[src/rtl/adder_pkg.sv]
// Shared constants for the nibble-serial adder: FSM encodings, nibble width, counter sizing.
// Latency: none (package only).
// Backpressure: n/a.
package adder_pkg;

  localparam int NIBBLE_W = 4;

  localparam logic [1:0] IDLE = 2'd0;
  localparam logic [1:0] ADD  = 2'd1;
  localparam logic [1:0] DONE = 2'd2;

  // Width of a counter that indexes n nibbles; never narrower than one bit.
  function automatic int cnt_w(input int n);
    return (n > 1) ? $clog2(n) : 1;
  endfunction

endpackage

[src/rtl/ripple_carry_adder_4_bit.sv]
// 4-bit ripple-carry adder, the per-nibble datapath of the serial adder.
// Latency: combinational.
// Backpressure: none.
// Ports: a, b - 4-bit addends; c_in - carry in; sum - 4-bit result; c_out - carry out of bit 3.
module ripple_carry_adder_4_bit (
  input  logic [3:0] a,
  input  logic [3:0] b,
  input  logic       c_in,
  output logic [3:0] sum,
  output logic       c_out
);

  logic [4:0] carry;

  assign carry[0] = c_in;

  for (genvar i = 0; i < 4; i++) begin : g_fa
    assign sum[i]     = a[i] ^ b[i] ^ carry[i];
    assign carry[i+1] = (a[i] & b[i]) | (carry[i] & (a[i] ^ b[i]));
  end

  assign c_out = carry[4];

endmodule

[src/rtl/nibble_serial_adder.sv]
// Wide adder that reuses one 4-bit adder, one nibble per clock, LSB nibble first.
// Latency: out_valid rises NIBBLES edges after the accept edge; initiation interval NIBBLES+2.
// Backpressure: result held in DONE until out_ready; no new operands taken until back in IDLE.
// Ports: clk/rst (async active-high); in_valid/in_ready with a, b, c_in;
//        out_valid/out_ready with sum, c_out (carry out of MSB), overflow (signed overflow).
module nibble_serial_adder
  import adder_pkg::*;
#(
  parameter int NIBBLES = 4
) (
  input  logic                        clk,
  input  logic                        rst,
  input  logic                        in_valid,
  output logic                        in_ready,
  input  logic [NIBBLE_W*NIBBLES-1:0] a,
  input  logic [NIBBLE_W*NIBBLES-1:0] b,
  input  logic                        c_in,
  output logic                        out_valid,
  input  logic                        out_ready,
  output logic [NIBBLE_W*NIBBLES-1:0] sum,
  output logic                        c_out,
  output logic                        overflow
);

  localparam int W  = NIBBLE_W * NIBBLES;
  localparam int CW = cnt_w(NIBBLES);
  localparam logic [CW-1:0] LAST_IDX = CW'(NIBBLES - 1);

  logic [1:0]          state;
  logic [W-1:0]        a_sh;
  logic [W-1:0]        b_sh;
  logic [W-1:0]        sum_sh;
  logic                carry_r;
  logic [CW-1:0]       idx;
  logic                a_msb;
  logic                b_msb;

  logic [NIBBLE_W-1:0] nib_sum;
  logic                nib_co;
  logic [W-1:0]        sum_sh_nxt;

  ripple_carry_adder_4_bit u_nib_add (
    .a     (a_sh[NIBBLE_W-1:0]),
    .b     (b_sh[NIBBLE_W-1:0]),
    .c_in  (carry_r),
    .sum   (nib_sum),
    .c_out (nib_co)
  );

  // New nibble enters at the top so that after NIBBLES shifts the first
  // (least significant) nibble has walked down to bit 0.
  assign sum_sh_nxt = W'({nib_sum, sum_sh} >> NIBBLE_W);

  assign in_ready  = (state == IDLE) && !rst;
  assign out_valid = (state == DONE);

  always_ff @(posedge clk or posedge rst) begin
    if (rst) begin
      state    <= IDLE;
      a_sh     <= '0;
      b_sh     <= '0;
      sum_sh   <= '0;
      carry_r  <= 1'b0;
      idx      <= '0;
      a_msb    <= 1'b0;
      b_msb    <= 1'b0;
      sum      <= '0;
      c_out    <= 1'b0;
      overflow <= 1'b0;
    end else begin
      case (state)
        IDLE: begin
          if (in_valid && in_ready) begin
            a_sh    <= a;
            b_sh    <= b;
            carry_r <= c_in;
            idx     <= '0;
            a_msb   <= a[W-1];
            b_msb   <= b[W-1];
            state   <= ADD;
          end
        end
        ADD: begin
          a_sh    <= a_sh >> NIBBLE_W;
          b_sh    <= b_sh >> NIBBLE_W;
          sum_sh  <= sum_sh_nxt;
          carry_r <= nib_co;
          idx     <= idx + 1'b1;
          if (idx == LAST_IDX) begin
            sum      <= sum_sh_nxt;
            c_out    <= nib_co;
            // Same-sign operands producing an opposite-sign result.
            overflow <= (a_msb == b_msb) && (sum_sh_nxt[W-1] != a_msb);
            state    <= DONE;
          end
        end
        DONE: begin
          if (out_ready) state <= IDLE;
        end
        default: state <= IDLE;
      endcase
    end
  end

endmodule

[config.mk]
export PLATFORM = sky130hd
export DESIGN_NAME = nibble_serial_adder
export DESIGN_NICKNAME = d
export VERILOG_FILES = /design/src/rtl/adder_pkg.sv /design/src/rtl/ripple_carry_adder_4_bit.sv /design/src/rtl/nibble_serial_adder.sv
export SDC_FILE = /design/constraint.sdc
export NUM_CORES = 1
export LEC_CHECK = 0
export BUFFER_PORTS_ARGS = -buffer_cell sky130_fd_sc_hd__buf_2
export CAP_MARGIN = 0
export CORE_MARGIN = 10
export CORE_UTILIZATION = 55
export DETAILED_ROUTE_END_ITERATION = 6
export PLACE_DENSITY = 0.87
export REMOVE_ABC_BUFFERS = 1
export SYNTH_ARGS = -nofsm -noshare
export SYNTH_HDL_FRONTEND = slang
export SYNTH_SLANG_ARGS = --single-unit
[constraint.sdc]
create_clock -name clk -period 2.6 [get_ports clk]
set_input_delay 0 -clock clk [delete_from_list [all_inputs] [get_ports clk]]
set_output_delay 0 -clock clk [all_outputs]
set_load 0.05 [all_outputs]
==> summary.txt, run 1 <==
Run status
  – Status: complete, no violations

Place
  – Final Wtd Congestion: 0.788
  – Port buffer count: 56
  – Hpwl dp: 4540 um
  – Placed insts: 399

Routing
  – Drt pass-1 iters: 4
  – DRT Wirelength: 6910 um
  – Vias/cell: 5.39
  – Initial DRC count: 153
  – Antenna Nets Post-Route: 0
  – Post-route DRC: 0
  – Via count: 2303
  – WL/cell: 16.2 um

Synthesis
  – Synth area leaders: dfrtp_1 (56%), nand2_1 (7.0%), a22oi_1 (6.1%)
  – Synth top area share: 55.8%
  – Cell with the most instances after synthesis: dfrtp_1
  – Largest area contributor in the netlist: dfrtp_1
  – Synth Warn #: 0
  – Post-synth cell types: 30
  – Sequential fraction of the synthesis area: 55.8%
  – Ys async rst share: 100%
  – Syn Std Cell Area: 0.00310 mm2
  – Cell count after synthesis: 284
  – Top FF cell, synth: dfrtp_1
  – List of most frequent post-synthesis cells: dfrtp_1 (69), nand2_1 (58), a22oi_1 (25), nor2b_1 (23), o2bb2ai_1 (20)
  – Post-synth EDFFs: 0
  – Syn Area/Cell: 10.9 um2
  – Synth Register Bits: 69

Job
  – Max-cap viol count: 0

Global routing
  – Pin count of the biggest net entering global routing: 45
  – Global-route wire length before repair: 11300 um
  – Initial antenna violation count: 0
  – Global Route Usage Sum: 15.9%
  – Grt ovf: 0
  – Vias in the first global route: 2358

Power and ir drop
  – Leak: 0.00182 uW
  – Power Dens Cells: 1290 mW/mm2
  – Total power draw: 4850 uW
  – Maximum VDD drop: 0.689 mV

Setup path
  – Crit-path leading delay family: adder cells
  – Max incr delay on CP: 0.45 ns
  – R2R Setup Slk: 0.14 ns
  – Capture point of the worst reg-to-reg path: overflow
  – Crit Path Class: reg2reg
  – Arr. time, crit path: 2.67 ns
  – Crit start category: flip-flop
  – Worst R2R Start: a_sh[0]
  – CP max FO: 3
  – Worst R2R Path Depth: 10
  – CP Cell Sequence: fa_2 > inv_1 > fa_1 > inv_1 > fa_1 > inv_1 > fa_1 > and3_1 > nor2_1 > o21ai_0
  – WP data required: 2.81 ns
  – CP endpoint kind: flip-flop
  – CP max stage cell: fa_1
  – Worst path bufs/invs: 3

STA
  – Fin crit period: 2.46 ns
  – Period utilization: 94.7%
  – Rel. slew slack: 58.5%
  – Fin. max-slew vios: 0
  – Setup TNS: 0 ns
  – Setup-violating endpoint count in the final report: 0
  – Final hold vios: 0
  – Fmax: 406 MHz
  – Layout Skew: 0.00848 ns
  – Worst slew pin tran: 0.622 ns

Clocking
  – Clock slew at reported path FFs: 0.08 ns
  – Root buffer cell: clkbuf_8
  – Num CTS Buffers: 9
  – CTS tree: built
  – Maximum clock insertion buffer count: 2
  – H-tree levels: 3
  – Latest clock arrival within the worst-skew pair: 0.35 ns
  – Clk sinks: 69

Die
  – Die span in x: 95.0 um
  – Starting Density: 56.6%
  – Rows: 27
  – Die H: 95.0 um
  – CORE AREA: 0.00547 mm2
  – Io pins: 57
  – Die area: 0.00903 mm2

Finish
  – Register area: 0.00173 mm2
  – N_diodes: 0
  – Nets: 392
  – Layout Utilization: 68.7%
  – Non-filler cells, final: 427
  – Area occupied by multi-input gates: 0.00122 mm2
  – FILL cells: 417
  – Layout area overhead: 21.5%
  – Fraction of layout cells with a size suffix above 1: 28.7%

Min path
  – Worst Hold Class: in2reg
  – Worst Hold Launch: a[6]
  – Hold path cells: 4
  – Hold endpoint: a_sh[6]
[worst max path at each step]
stage             start  depth (start not counted)       end  slack, ns
6_report        a_sh[0]                         10  overflow       0.14
2_1_floorplan  state[0]                          3   a_sh[0]      -0.18
5_1_grt         a_sh[0]                         10  overflow    -0.0003
4_1_cts         a_sh[0]                         10  overflow       0.09
3_3_place_gp    a_sh[0]                         10  overflow       0.17
3_5_place_dp    a_sh[0]                         10  overflow       0.09
[power breakdown]
part | internal [uW] | switching (uW)
Clock | 520 | 406
Combinational | 754 | 1330
Sequential | 1530 | 311
Total | 2800 | 2050
[worst min-delay path, cell delays in order]
cell,delay (ns)
buf_2,0.07
nor2b_1,0.11
a22oi_1,0.07
o2bb2ai_1,0.13
[per-layer routing]
| layer | vias to the layer above | track usage, % | share of wire, % | routed length (um) |
|---|---|---|---|---|
| met4 | 0 | 6.61 | 2.0 | 138 |
| li1 | 1112 | - | - | - |
| met3 | 12 | 6.21 | 7.8 | 542 |
| met2 | 69 | 24.9 | 47 | 3250 |
| met1 | 1110 | 19.4 | 43 | 2980 |
| met5 | - | 0 | 0 | 0 |
[kinds of logic (layout without fill, tap and decap cells)]
kind of cell	Yosys count	in the layout	synth area share (%)
buf+inv	31	102	4.77
simple gates	98	98	15.8
flops	69	69	55.8
mux	14	14	5.09
compound gates	67	67	15.6
fa+ha+maj	5	5	2.99
[flip-flops by register name, indices dropped and copies added, names as in the netlist]
register / flops
sum: 16
carry_r: 1
a_msb: 1
idx: 2
overflow: 1
b_sh: 16
sum_sh: 12
a_sh: 16
b_msb: 1
c_out: 1
state: 2
[layout by cell type (no fill, tap or decap), drive strengths merged, types with 8 or more instances in the layout]
cell type,Yosys,routed
nor2b,23,23
o2bb2ai,20,20
a21oi,8,8
inv,9,9
clkbuf,7,13
dfrtp,69,69
buf,15,67
dlygate4sd3,0,10
mux2,14,14
nand2,59,59
o21ai,9,9
a22oi,25,25
[cell type report]
| type | instances | share of cell area, % |
|---|---|---|
| timing repair buffer | 77 | 12.6 |
| clock inverter | 3 | 1.13 |
| inverter | 9 | 0.898 |
| clock buffer | 13 | 4.49 |
| tap | 72 | 2.39 |
| multi-input combinational | 184 | 32.6 |
| sequential | 69 | 45.9 |
[timing repair]
action                                  in CTS  in global routing
hold endpoints to repair                    38                  0
endpoints found under the setup margin       0                  1
gates resized for setup                      0                  1
hold buffers                                10                  0
buffers inserted                             0                  2
[through the flow]
| stage | instance area, um2 | hold slack (ns) | setup WS, ns |
|---|---|---|---|
| after floorplan | 2980 | 0.108 | -0.179 |
| after global placement | 3430 | 0.158 | 0.169 |
| after detailed placement | 3430 | 0.171 | 0.0939 |
| after CTS | 3740 | 0.0575 | 0.0934 |
| after global routing | 3760 | 0.0821 | -0.000323 |
| final | 3760 | 0.0604 | 0.138 |
(Power assumes the default switching activity.)
==> run 2, diff against run 1 <==
--- a/config.mk
+++ b/config.mk
@@ -8,9 +8,9 @@
 export BUFFER_PORTS_ARGS = -buffer_cell sky130_fd_sc_hd__buf_2
 export CAP_MARGIN = 0
 export CORE_MARGIN = 10
-export CORE_UTILIZATION = 55
+export CORE_UTILIZATION = 59
 export DETAILED_ROUTE_END_ITERATION = 6
-export PLACE_DENSITY = 0.87
+export PLACE_DENSITY = 0.92
 export REMOVE_ABC_BUFFERS = 1
 export SYNTH_ARGS = -nofsm -noshare
 export SYNTH_HDL_FRONTEND = slang
==> constraint.sdc (replaced) <==
create_clock -name clk -period 3 [get_ports clk]
set_input_delay 0 -clock clk [delete_from_list [all_inputs] [get_ports clk]]
set_output_delay 0 -clock clk [all_outputs]
set_load 0.05 [all_outputs]
==> run 2 against run 1 <==
Hold slack better by 0.017 ns. Non-clock buffer count shrank 3. Wire length decreased by 4.0%. Combinational power is 15% lower. Clock power decreased by 30%. Total power fell by 17%. Sequential power down 12%. Count of clock-buffer cells in the layout decreased by 2. Global-route usage is 0.36 points higher. Sequential share of layout area grew 1.0 points. Via count is 1.3% higher. Cell area is 2.2% lower. Critical path type unchanged. Critical endpoint unchanged. Largest cell class unchanged. Highest routed layer unchanged.
==> summary.txt, run 2 (synthesized netlist as in run 1, its figures left out) <==
Routing
  – Via count: 2334 (+1.3%)
  – Antenna Nets Post-Route: 0 (unchanged)
  – Post-route DRC: 0 (unchanged)
  – Vias/cell: 5.53 (+2.5%)
  – WL/cell: 15.7 um (-2.9%)
  – Drt pass-1 iters: 4 (unchanged)
  – Initial DRC count: 124 (-19%)
  – DRT Wirelength: 6640 um (-4.0%)

Global routing
  – GRT busiest layer: met2
  – Vias in the first global route: 2435 (+3.3%)
  – Met1 usage: 19.9% (+0.53 points)
  – Met2 usage: 25.9% (+0.94 points)
  – Pin count of the biggest net entering global routing: 52 (+16%)
  – Global-route wire length before repair: 11500 um (+1.7%)
  – Global Route Usage Sum: 16.3% (+0.36 points)
  – Initial antenna violation count: 0 (unchanged)
  – Met3 Usage GRT: 6.05% (-0.15 points)
  – Grt ovf: 0 (unchanged)

Clocking
  – Num CTS Buffers: 9 (unchanged)
  – Maximum clock insertion buffer count: 2 (unchanged)
  – H-tree levels: 3 (unchanged)
  – Hold buffers post-CTS: 10 (unchanged)
  – # resized after CTS: 0 (unchanged)
  – Latest clock arrival within the worst-skew pair: 0.34 ns (about the same)
  – # Post-CTS Setup Buffers: 0 (unchanged)
  – CTS tree: built
  – Root buffer cell: clkbuf_8
  – Clk sinks: 69 (unchanged)
  – Clock slew at reported path FFs: 0.08 ns (about the same)

Finish
  – N_diodes: 0 (unchanged)
  – Largest registers: a_sh (16), b_sh (16), sum (16)
  – Most common cell after layout, fill and taps aside: dfrtp_1
  – Layout Utilization: 72.0% (+3.3 points)
  – Fraction of layout cells with a size suffix above 1: 27.6% (-1.2 points)
  – Commonest non-fill, non-tap cells in the layout: dfrtp_1 (69), nand2_1 (58), buf_2 (56), a22oi_1 (25), nor2b_1 (23)
  – Nets: 389 (-0.77%)
  – Layout area overhead: 18.8%
  – FILL cells: 371 (-11%)

Setup path
  – Worst R2R Path Depth: 10 (unchanged)
  – CP Capture Point: overflow
  – R2R Setup Slk: 0.49 ns (+0.35 ns)
  – Crit start category: flip-flop
  – Arr. time, crit path: 2.71 ns (+0.04 ns)
  – Crit Path Class: reg2reg
  – Crit path launch: a_sh[0]
  – CP max FO: 4 (+1)
  – Worst R2R Start: a_sh[0]
  – CP endpoint kind: flip-flop
  – WP data required: 3.20 ns (+0.39 ns)
  – Capture point of the worst reg-to-reg path: overflow

STA
  – Fin. max-slew vios: 0 (unchanged)
  – Worst slew pin tran: 0.755 ns (+0.132 ns)
  – Rel. slew slack: 49.7% (-8.8 points)
  – Fin crit period: 2.51 ns (+0.0471 ns)
  – RSZ-0062 raised after global routing: false
  – Setup-violating endpoint count in the final report: 0 (unchanged)
  – Final hold vios: 0 (unchanged)
  – Period utilization: 83.6% (-11 points)
  – Setup TNS: 0 ns (unchanged)
  – Layout Skew: 0.00860 ns (+0.000118 ns)
  – Fmax: 399 MHz (-1.9%)

Min path
  – Worst Hold Launch: a[7]
  – Worst Hold Class: in2reg

Die
  – Io pins: 57 (unchanged)
  – Die H: 92.4 um (-2.7%)
  – Starting Density: 60.6% (+4.0 points)
  – CORE AREA: 0.00511 mm2 (-6.7%)
  – Die span in x: 92.4 um (-2.7%)
  – Die area: 0.00855 mm2 (-5.4%)
  – Rows: 26 (-3.7%)

Power and ir drop
  – Maximum VDD drop: 0.585 mV (-15%)
  – Leak: 0.00178 uW (-2.5%)
  – Power Dens Cells: 1090 mW/mm2 (-15%)

Run status
  – Status: complete, no violations

Place
  – Final Wtd Congestion: 0.763 (-3.1%)
  – Port buffer count: 56 (unchanged)
  – Hpwl dp: 4610 um (+1.5%)

Job
  – Max-cap viol count: 0 (unchanged)
run 2: cell types whose count changed in the layout (fill, tap and decap cells not counted):
cell and delta:
clkbuf_8 -3, buf_4 -2, clkinv_4 +2, buf_12 -1, bufinv_16 -1, clkbuf_1 +1, clkinvlp_4 +1, fa_1 +1
fa_2 -1
run 2: cell type report:
type / instances / area (um2) / share of cell area, %
clock buffer: 11 / 131 / 3.57
sequential: 69 / 1730 / 46.9
clock inverter: 5 / 37.5 / 1.02
inverter: 9 / 33.8 / 0.918
multi-input combinational: 184 / 1220 / 33.2
timing repair buffer: 74 / 440 / 12.0
tap: 70 / 87.6 / 2.38
run 2: worst max-delay path, cell delays in order, from the launching register on:
cell and delay (ns):
dfrtp_1 0.40, fa_1 0.42, inv_1 0.07, fa_1 0.15, inv_1 0.05, fa_1 0.36
inv_1 0.09, fa_1 0.45, and3_1 0.21, nor2_1 0.09, o21ai_0 0.08
run 2: how the worst min path moves through the flow:
stage                to  depth (start not counted)  slack, ns
3_5_place_dp    a_sh[6]                          2       0.07
6_report        a_sh[7]                          4       0.08
4_1_cts         a_sh[7]                          4       0.07
2_1_floorplan  state[1]                          1       0.11
3_3_place_gp   b_sh[11]                          2       0.04
5_1_grt        b_sh[12]                          4        0.1
run 2: per-stage QoR:
step                hold slack (ns)  setup WS (ns)  cell area (um2)  power, uW  instances
floorplan                     0.108          0.221             2980       2850        262
global placement             0.0415          0.575             3410       3280        396
detailed placement           0.0651          0.471             3410       3380        396
CTS                          0.0666          0.470             3680       4050        422
global route                 0.0998          0.392             3680       4320        422
finish                       0.0774          0.491             3680       4010        422
run 2: power breakdown:
group | switching (uW) | leakage (uW) | internal (uW) | total, uW
clock | 347 | 0.0000795 | 301 | 648
sequential | 284 | 0.000890 | 1330 | 1610
combinational | 1130 | 0.000809 | 627 | 1760
total | 1760 | 0.00178 | 2250 | 4010
run 2: routing by layer:
metal / share of wire (%) / vias to the layer above / routed length [um]
met2: 48 / 75 / 3210
met1: 43 / 1138 / 2830
met3: 7.5 / 11 / 495
met5: 0 / - / 0
li1: - / 1110 / -
met4: 1.6 / 0 / 107
==> run 3, diff against run 2 <==
--- a/config.mk
+++ b/config.mk
@@ -5,12 +5,13 @@
 export SDC_FILE = /design/constraint.sdc
 export NUM_CORES = 1
 export LEC_CHECK = 0
+export ABC_AREA = 1
 export BUFFER_PORTS_ARGS = -buffer_cell sky130_fd_sc_hd__buf_2
 export CAP_MARGIN = 0
 export CORE_MARGIN = 10
-export CORE_UTILIZATION = 59
+export CORE_UTILIZATION = 50
 export DETAILED_ROUTE_END_ITERATION = 6
-export PLACE_DENSITY = 0.92
+export PLACE_DENSITY = 0.83
 export REMOVE_ABC_BUFFERS = 1
 export SYNTH_ARGS = -nofsm -noshare
 export SYNTH_HDL_FRONTEND = slang
==> constraint.sdc (replaced) <==
create_clock -name clk -period 2.2 [get_ports clk]
set_input_delay 0 -clock clk [delete_from_list [all_inputs] [get_ports clk]]
set_output_delay 0 -clock clk [all_outputs]
set_load 0.05 [all_outputs]
==> run 3 against run 2 <==
The run now ends with negative setup slack left. Synthesized cell count increased by 34%. Via count is 18% higher. Cell area increased by 11%. Critical path type unchanged. Count of clock-buffer cells in the layout fell by 1. Area after synthesis rose by 4.6%. Total power up 52%. Largest cell class unchanged. Sequential power grew 34%. Clock skew up 0.00087 ns. Non-clock buffer count is 29 higher. First-iteration DRC count fell by 0.81%. Critical endpoint unchanged.
==> summary.txt, run 3 <==
Synthesis
  – Cell count after synthesis: 381 (+34%)
  – Synth Warn #: 0 (unchanged)
  – Largest area contributor in the netlist: dfrtp_1
  – Syn Std Cell Area: 0.00324 mm2 (+4.6%)
  – Post-synth cell types: 24 (-20%)
  – Ys async rst share: 100% (unchanged)
  – Synth Register Bits: 69 (unchanged)
  – Synth top area share: 53.3% (-2.5 points)
  – Top FF cell, synth: dfrtp_1
  – Cell with the most instances after synthesis: nand2_1
  – List of most frequent post-synthesis cells: nand2_1 (181), dfrtp_1 (69), nand3_1 (44), inv_1 (21), o21ai_1 (14)
  – Post-synth EDFFs: 0 (unchanged)
  – Syn Area/Cell: 8.50 um2 (-22%)
  – Sequential fraction of the synthesis area: 53.3% (-2.5 points)
  – Synth area leaders: dfrtp_1 (53%), nand2_1 (21%), nand3_1 (6.8%)

Power and ir drop
  – Sequential Power Share: 35.6% (-4.5 points)
  – Gate power share: 47.0% (+3.3 points)
  – Clock share of power: 17.5% (+1.4 points)
  – Power Dens Cells: 1490 mW/mm2 (+36%)
  – Total power draw: 6080 uW (+52%)
  – Pint: 3290 uW (+46%)
  – Leak: 0.00222 uW (+25%)
  – NetSw: 2800 uW (+59%)
  – Switching Fraction: 46.0% (+2.1 points)
  – Maximum VDD drop: 0.957 mV (+63%)

STA
  – Period utilization: 104% (+20 points)
  – RSZ-0062 raised after global routing: true
  – Fin. max-slew vios: 0 (unchanged)
  – Fmax: 438 MHz (+10%)
  – WHS: 0.0397 ns (-0.0377 ns)
  – Final hold vios: 0 (unchanged)
  – Rel. slew slack: 42.9% (-6.8 points)
  – Setup-violating endpoint count in the final report: 3 (+3)
  – Setup TNS: -0.182 ns (-0.182 ns)
  – Worst slew pin tran: 0.857 ns (+0.102 ns)
  – Fin crit period: 2.28 ns (-0.227 ns)
  – Layout Skew: 0.00946 ns (+0.000866 ns)
  – Setup WS post-layout: -0.0818 ns (-0.573 ns)

Die
  – Die H: 100 um (+8.7%)
  – Rows: 29 (+12%)
  – Die span in x: 100 um (+8.7%)
  – Io pins: 57 (unchanged)
  – CORE AREA: 0.00631 mm2 (+24%)
  – Starting Density: 51.3% (-9.3 points)
  – Die area: 0.0101 mm2 (+18%)

Finish
  – Commonest non-fill, non-tap cells in the layout: nand2_1 (181), dfrtp_1 (69), buf_2 (56), nand3_1 (44), dlygate4sd3_1 (40)
  – Non-filler cells, final: 555 (+32%)
  – FILL cells: 543 (+46%)
  – Most common cell after layout, fill and taps aside: nand2_1
  – Layout area overhead: 26.5%
  – N_diodes: 0 (unchanged)
  – Nets: 515 (+32%)
  – Fraction of layout cells with a size suffix above 1: 20.1% (-7.5 points)
  – Largest registers: a_sh (16), b_sh (16), sum (16)

Place
  – Port buffer count: 56 (unchanged)
  – Final Wtd Congestion: 0.778 (+1.9%)
  – Placed insts: 496 (+25%)
  – Setup WS pre-CTS: -0.165 ns (-0.636 ns)
  – Hpwl dp: 4420 um (-4.2%)

Global routing
  – Global-route wire length before repair: 13200 um (+15%)
  – Pin count of the biggest net entering global routing: 72 (+38%)
  – Grt ovf: 0 (unchanged)
  – Global Route Usage Sum: 16.1% (-0.21 points)
  – Initial antenna violation count: 0 (unchanged)
  – Vias in the first global route: 2851 (+17%)

Job
  – Max-cap viol count: 0 (unchanged)

Clocking
  – Clk sinks: 69 (unchanged)
  – Clock slew at reported path FFs: 0.08 ns (about the same)
  – Latest clock arrival within the worst-skew pair: 0.34 ns (about the same)
  – Maximum clock insertion buffer count: 2 (unchanged)
  – CTS tree: built
  – Num CTS Buffers: 9 (unchanged)
  – H-tree levels: 3 (unchanged)
  – Root buffer cell: clkbuf_8

Setup path
  – CP Cell Sequence: fa_2 > inv_2 > fa_2 > inv_2 > fa_2 > inv_2 > fa_1 > nand2_1 > nand2_1 > nand3_1 > nand2_1
  – CP max FO: 3 (-1)
  – Max incr delay on CP: 0.44 ns (about the same)
  – CP max stage cell: fa_1
  – Crit Path Class: reg2reg
  – WP data required: 2.44 ns (-0.76 ns)
  – CP endpoint kind: flip-flop
  – Crit start category: flip-flop
  – Arr. time, crit path: 2.52 ns (-0.19 ns)

Routing
  – Vias/cell: 4.97 (-10%)
  – DRT Wirelength: 7750 um (+17%)
  – Initial DRC count: 123 (-0.81%)
  – Post-route DRC: 0 (unchanged)
  – Via count: 2758 (+18%)
  – Antenna Nets Post-Route: 0 (unchanged)
  – Drt pass-1 iters: 4 (unchanged)
  – WL/cell: 14.0 um (-11%)

Run status
  – Failing checks: negative setup slack
  – Status: finished with violations

Min path
  – Worst Hold Class: in2reg
run 3: cell types whose count changed after synthesis, moves of 8 or more:
| cell | delta |
|---|---|
| buf_6 | +9 |
| a22oi_1 | -25 |
| o2bb2ai_1 | -20 |
| nor2b_1 | -23 |
| o21ai_1 | +13 |
| a21oi_1 | -8 |
| nand3_1 | +43 |
| mux2_2 | -14 |
| inv_1 | +12 |
| nand2_1 | +123 |
run 3: final cells by class:
type,count,area (um2),share of cell area (%)
Timing Repair Buffer,103,733,17.9
Tap cell,77,96.3,2.35
Multi-Input combinational cell,267,1240,30.4
Clock inverter,6,70.1,1.71
Clock buffer,10,138,3.36
Inverter,23,88.8,2.17
Sequential cell,69,1730,42.2
run 3: timing repair:
item,4_1_cts,5_1_grt
hold endpoints to repair,105,0
buffers inserted,1,2
hold buffers,40,0
pin swaps,5,3
setup endpoints to repair,3,4
resized for setup,7,1
run 3: critical path, delay by kind of cell (launching register included):
family                   cells  cell delay (ns)
AND/OR/NAND/NOR              4             0.27
flip-flops                   1             0.41
adder cells (fa/ha/maj)      4             1.34
buffers and inverters        3             0.16
run 3: path summary, 6_finish.rpt:
| path | from | end | slack (ns) | depth (start not counted) |
|---|---|---|---|---|
| min | in_valid | a_msb | 0.04 | 3 |
| min reg2reg | sum[2] | sum[2] | 0.46 | 2 |
| min in group asynchronous | rst | b_sh[15] | 0.54 | 4 |
| max | a_sh[0] | overflow | -0.08 | 11 |
| max in group asynchronous | rst | sum_sh[5] | 1.12 | 4 |
| max reg2reg | a_sh[0] | overflow | -0.08 | 11 |
run 3: cell families (layout without fill, tap and decap cells):
group,Yosys count,after routing,share of synthesized area [%]
AND/OR/NAND/NOR,234,234,30.6
flip-flops,69,69,53.3
adder cells (fa/ha/maj),5,5,2.86
AO/OA/AOI/OAI,28,28,4.48
buffers and inverters,45,142,8.77
run 3: layer usage:
metal / part of all wire (%) / GRT usage (%) / wire [um] / vias up
li1: - / - / - / 1372
met1: 41 / 18.3 / 3160 / 1282
met2: 49 / 26.2 / 3810 / 81
met3: 7.5 / 5.56 / 580 / 23
met4: 2.6 / 8.37 / 204 / 0
met5: 0 / 0 / 0 / -
run 3: metrics by stage:
step	utilization (%)	area [um2]
6_report	64.9	4100
5_1_grt	64.9	4100
4_1_cts	64.6	4080
3_5_place_dp	54.7	3450
3_3_place_gp	54.7	3450
2_1_floorplan	-	3040
run 3: power groups by stage:
stage	clock (uW)	sequential, uW	combinational (uW)
floorplan	0	2590	1570
global placement	0	2150	2630
detailed placement	0	2180	2710
CTS	1080	2160	2820
global route	1150	2220	3230
finish	1060	2160	2860
